$ cat src/rtl/alignment_traceback.sv
// alignment_traceback
// Walks the DP traceback-direction RAM from cell (len_b, len_c) back to (0,0)
// and writes the edit command arrays CommandsB/CommandsC back-to-front, so the
// valid path ends up in forward order at the top of each array.
// Optional build macro: TRACEBACK_MISMATCH_EN widens dir_rd_data to 3 bits and
// adds code 3'b100 (diagonal mismatch, DELETE on both sequences).
module alignment_traceback #(
  parameter int LEN = 7
) (
  input  logic                         clk,
  input  logic                         reset,
  input  logic                         start,
  input  logic [$clog2(LEN+1)-1:0]     len_b,
  input  logic [$clog2(LEN+1)-1:0]     len_c,
  output logic                         dir_rd_en,
  output logic [$clog2(LEN+1)-1:0]     dir_rd_row,
  output logic [$clog2(LEN+1)-1:0]     dir_rd_col,
`ifdef TRACEBACK_MISMATCH_EN
  input  logic [2:0]                   dir_rd_data,
`else
  input  logic [1:0]                   dir_rd_data,
`endif
  output logic [0:3*LEN][0:2]          CommandsB,
  output logic [0:3*LEN][0:2]          CommandsC,
  output logic [$clog2(3*LEN+2)-1:0]   path_len,
  output logic                         busy,
  output logic                         done,
  output logic                         err
);

  localparam int IW  = $clog2(LEN+1);
  localparam int WPW = $clog2(3*LEN+1);
  localparam int PLW = $clog2(3*LEN+2);

  localparam logic [WPW-1:0] WP_TOP = WPW'(3*LEN);
  localparam logic [IW:0]    LEN_L  = (IW+1)'(LEN);

`ifdef TRACEBACK_MISMATCH_EN
  localparam logic [2:0] CMD_DELETE = 3'b000;
`endif
  localparam logic [2:0] CMD_INSERT = 3'b001;
  localparam logic [2:0] CMD_KEEP   = 3'b010;
  localparam logic [2:0] CMD_NOP    = 3'b011;

  localparam logic [0:3*LEN][0:2] ALL_NOP = {(3*LEN+1){CMD_NOP}};

  typedef enum logic [1:0] {IDLE, STEP, EVAL, DONE} state_t;

  state_t         state;
  logic [IW-1:0]  i;
  logic [IW-1:0]  j;
  logic [WPW-1:0] wp;

  logic           rd_step;
  logic [2:0]     dec_b;
  logic [2:0]     dec_c;
  logic           dec_di;
  logic           dec_dj;
  logic           dec_bad;

  logic           len_bad;

  assign len_bad = ({1'b0, len_b} > LEN_L) || ({1'b0, len_c} > LEN_L);

  // Issue a RAM read during STEP whenever the walk is strictly inside the grid
  always_comb begin
    rd_step    = (state == STEP) && (i != '0) && (j != '0);
    dir_rd_en  = rd_step;
    dir_rd_row = rd_step ? i : '0;
    dir_rd_col = rd_step ? j : '0;
  end

  // Decode the direction code returned by the RAM into commands and index moves
  always_comb begin
    dec_b   = CMD_KEEP;
    dec_c   = CMD_KEEP;
    dec_di  = 1'b0;
    dec_dj  = 1'b0;
    dec_bad = 1'b0;
    case (dir_rd_data)
`ifdef TRACEBACK_MISMATCH_EN
      3'b000: begin dec_di = 1'b1; dec_dj = 1'b1; end
      3'b001: begin dec_c = CMD_INSERT; dec_di = 1'b1; end
      3'b010: begin dec_b = CMD_INSERT; dec_dj = 1'b1; end
      3'b100: begin
        dec_b  = CMD_DELETE;
        dec_c  = CMD_DELETE;
        dec_di = 1'b1;
        dec_dj = 1'b1;
      end
`else
      2'b00: begin dec_di = 1'b1; dec_dj = 1'b1; end
      2'b01: begin dec_c = CMD_INSERT; dec_di = 1'b1; end
      2'b10: begin dec_b = CMD_INSERT; dec_dj = 1'b1; end
`endif
      default: dec_bad = 1'b1;
    endcase
  end

  // Traceback FSM: walks the path, fills the command arrays, reports completion
  always_ff @(posedge clk) begin
    if (reset) begin
      state     <= IDLE;
      i         <= '0;
      j         <= '0;
      wp        <= WP_TOP;
      CommandsB <= ALL_NOP;
      CommandsC <= ALL_NOP;
      path_len  <= '0;
      busy      <= 1'b0;
      done      <= 1'b0;
      err       <= 1'b0;
    end else begin
      done <= 1'b0;
      case (state)
        IDLE: begin
          if (start) begin
            i         <= len_b;
            j         <= len_c;
            wp        <= WP_TOP;
            CommandsB <= ALL_NOP;
            CommandsC <= ALL_NOP;
            path_len  <= '0;
            busy      <= 1'b1;
            if (len_bad) begin
              err   <= 1'b1;
              state <= DONE;
            end else begin
              err   <= 1'b0;
              state <= STEP;
            end
          end
        end
        STEP: begin
          if (i == '0 && j == '0) begin
            state <= DONE;
          end else if (i == '0) begin
            CommandsB[wp] <= CMD_INSERT;
            CommandsC[wp] <= CMD_KEEP;
            j             <= j - 1'b1;
            wp            <= wp - 1'b1;
          end else if (j == '0) begin
            CommandsB[wp] <= CMD_KEEP;
            CommandsC[wp] <= CMD_INSERT;
            i             <= i - 1'b1;
            wp            <= wp - 1'b1;
          end else begin
            state <= EVAL;
          end
        end
        EVAL: begin
          if (dec_bad) begin
            err   <= 1'b1;
            state <= DONE;
          end else begin
            CommandsB[wp] <= dec_b;
            CommandsC[wp] <= dec_c;
            i             <= i - IW'(dec_di);
            j             <= j - IW'(dec_dj);
            wp            <= wp - 1'b1;
            state         <= STEP;
          end
        end
        DONE: begin
          done     <= 1'b1;
          busy     <= 1'b0;
          path_len <= PLW'(WP_TOP - wp);
          state    <= IDLE;
        end
        default: state <= IDLE;
      endcase
    end
  end

endmodule
$ cat config.mk
export PLATFORM = sky130hd
export DESIGN_NAME = alignment_traceback
export DESIGN_NICKNAME = d
export VERILOG_FILES = /design/src/rtl/alignment_traceback.sv
export SDC_FILE = /design/constraint.sdc
export NUM_CORES = 1
export LEC_CHECK = 0
export CORE_MARGIN = 2
export CORE_UTILIZATION = 54
export DETAILED_ROUTE_END_ITERATION = 8
export GPL_TIMING_DRIVEN = 0
export HOLD_SLACK_MARGIN = 0.1
export PLACE_DENSITY = 0.85
export REMOVE_ABC_BUFFERS = 1
export SLEW_MARGIN = 0
export SYNTH_ARGS = -nofsm -noshare
export SYNTH_HDL_FRONTEND = slang
export SYNTH_SLANG_ARGS = --single-unit
$ cat constraint.sdc
create_clock -name clk -period 3.8 [get_ports clk]
set_input_delay 0.76 -clock clk [delete_from_list [all_inputs] [get_ports clk]]
set_output_delay 0.76 -clock clk [all_outputs]
set_load 0.02 [all_outputs]
==> results.cfg <==
[sta]
hold_viol_final = 0
clock_skew_ns = 0.00761
max_freq_mhz = 270
holdWs_ns = 0.433
slew_viol_final = 0
tns_ns = 0
setup_violations = 0
period_share_pct = 97.6
rsz0062_at_grt = yes
worst_slew_pin_slew_ns = 1.36
period_minus_slack_ns = 3.71
slew_headroom_pct = 9.22

[setup_path]
setup.worst_path.start_class = flip-flop
crit_path_frequent_cell = inv_1
cp.arrival_ns = 2.95
max_stage_delay_ns = 0.67
crit_family = buffers and inverters
path_class = reg -> out
crit_fanout = 31
path_cells = inv_1 -> ha_2 -> inv_1 -> nor3_1 -> clkdlybuf4s50_1
cp.buffers_inverters = 3
cpMaxStageDelayCell = clkdlybuf4s50_1
required_ns = 3.04
endpoint_kind = output pin

[routing]
ant_nets = 0
routed_wl_um = 21700
drt-wirelength-per-cell_um = 20.7
avgViaCountPerCell = 6.47
dr.pass1.iters = 5
drtIter0Drc = 730
vias = 6769
drc = 0

[grt]
grt_overflow_total = 0
grt_start_max_net_pins = 93
grt_util_all_layers_pct = 30.3
grt_pass1_vias = 6629
antenna_found_initial = 0
grt_first_pass_wirelength_um = 33900

[logic_synthesis]
ys_types = 47
ys_seq_area_share_pct = 44.0
ys_seq_elements = 153
async_reset_ff_share_pct = 0
synth_flop_cell = dfxtp_1
synth_edf_count = 0
synth.cell_area_mm2 = 0.00696
avgSynthCellArea_um2 = 9.30
syn_inst = 748
synth_warnings = 0

[final_layout]
multiInputGateArea_mm2 = 0.00344
most-common-layout-cells = clkdlybuf4s50_1 (156), dfxtp_1 (153), a21oi_1 (115), o32a_1 (89), inv_1 (62)
final_layout_size_suffix_gt1_share_pct = 7.78
area_growth_pct = 32.4
final_util_pct = 73.0
design_area_mm2 = 0.00921
diodes = 0
fill_cells = 978
finalNetCount = 889
final_common_cell = clkdlybuf4s50_1
seq_area_mm2 = 0.00306

[power]
combPwrFrac_pct = 51.8
pwr-share-clk_pct = 18.8
p_int_uw = 4970
p_per_area_mw_per_mm2 = 936
p_leak_uw = 0.00313
p_switching_uw = 3660
finalPower_uw = 8630
power_frac_seq_pct = 29.5
switching_share_pct = 42.4
max-vdd-ir-drop_mv = 0.606

[place]
place_hpwl_um = 14500
port_buffers = 157
gp_congestion = 0.907
place_area_mm2 = 0.00864

[floorplanning]
start_util_pct = 55.1
die-height_um = 118
dieArea_mm2 = 0.0138
rows = 41
io_pins = 158
core-area_mm2 = 0.0126
die_x_um = 118

[cts]
clock_path_buffers = 2
clk_latency_ns = 0.43
numCtsBuffers = 17
cts.sinks = 153
cts_hold_buf = 0
clk_pin_slew_worst_paths_ns = 0.06
cts_tree = yes
htreeDepth = 4
cts-root-buf = clkbuf_16

[hold_path]
hp-class = reg -> reg

[outcome]
status = finished clean

[job]
drv_cap = 0
-- metrics by stage --
| step | setup WS [ns] | instances |
|---|---|---|
| after global placement | -3.16 | 1010 |
| final | 0.0910 | 1046 |
| after detailed placement | -0.00535 | 1016 |
| after CTS | 0.0957 | 1046 |
| after floorplan | 0.114 | 681 |
| after global routing | -0.0825 | 1046 |
-- power groups by stage --
stage,registers [uW],logic (uW),clock network [uW]
6_report,2540,4470,1620
2_1_floorplan,2990,2130,0
5_1_grt,2580,4750,1690
4_1_cts,2520,4430,1620
3_3_place_gp,2530,4140,0
3_5_place_dp,2550,4390,0
-- registers in the layout (all words and copies together), names as in the netlist --
signal	count
CommandsB	66
CommandsC	66
path_len	5
wp	5
i	3
j	3
state	2
busy	1
done	1
err	1
-- cell usage after synthesis, drive strengths merged (12+ instances only) --
library cell	n	area, um2
a211oi	67	593
a21oi	115	576
clkbuf	57	214
dfxtp	153	3060
ha	15	188
inv	62	233
nand2	32	120
nand2b	12	75.1
nor2	25	93.8
nor3	15	91.3
o32a	89	891
-- metal layers --
metal / global-route usage (%) / share of wire [%] / up-vias
met2: 50.2 / 48 / 363
met4: 16.6 / 3.9 / 0
met3: 6.49 / 8.0 / 76
met1: 36.8 / 40 / 3256
li1: - / - / 3074
met5: 0 / 0 / -
-- path summary, 6_finish.rpt --
kind / from / to / slack (ns) / cells past startpoint
worst max-delay path: state[1]$_SDFFE_PP0P_ / dir_rd_col[2] / 0.09 / 5
worst min register to register: CommandsC[29]$_SDFFE_PP0P_ / CommandsC[29]$_SDFFE_PP0P_ / 0.43 / 2
worst min-delay path: CommandsC[29]$_SDFFE_PP0P_ / CommandsC[29]$_SDFFE_PP0P_ / 0.43 / 2
worst max register to register: state[0]$_SDFFE_PP0P_ / CommandsB[48]$_SDFFE_PP1P_ / 0.12 / 6
-- cell families after synthesis --
| family | Yosys count | synth area share (%) |
|---|---|---|
| AO/OA/AOI/OAI | 314 | 34.3 |
| flip-flops | 153 | 44.0 |
| AND/OR/NAND/NOR | 130 | 10.9 |
| buffers and inverters | 129 | 7.14 |
| adder cells (fa/ha/maj) | 15 | 2.70 |
| XOR/XNOR | 4 | 0.503 |
| multiplexers | 3 | 0.432 |
-- what timing repair did --
item                                    CTS  global route
endpoints found under the setup margin    5            37
setup buffers                             0             0
resized for setup                         1             1
endpoints found under the hold margin     0             0
-- layout make-up --
class | count | area share [%]
inverter | 62 | 2.53
tap | 172 | 2.34
clock inverter | 8 | 1.06
sequential | 153 | 33.2
timing repair buffer | 163 | 18.5
multi-input combinational | 466 | 37.3
clock buffer | 22 | 5.04
-- worst min-delay path: cells and delay by family (launching register included) --
family,cells,cell delay [ns]
buffers and inverters,1,0.05
AOI/OAI and AO/OA,1,0.04
DFF,1,0.31
Note: power is estimated with default switching activity, not from simulation.
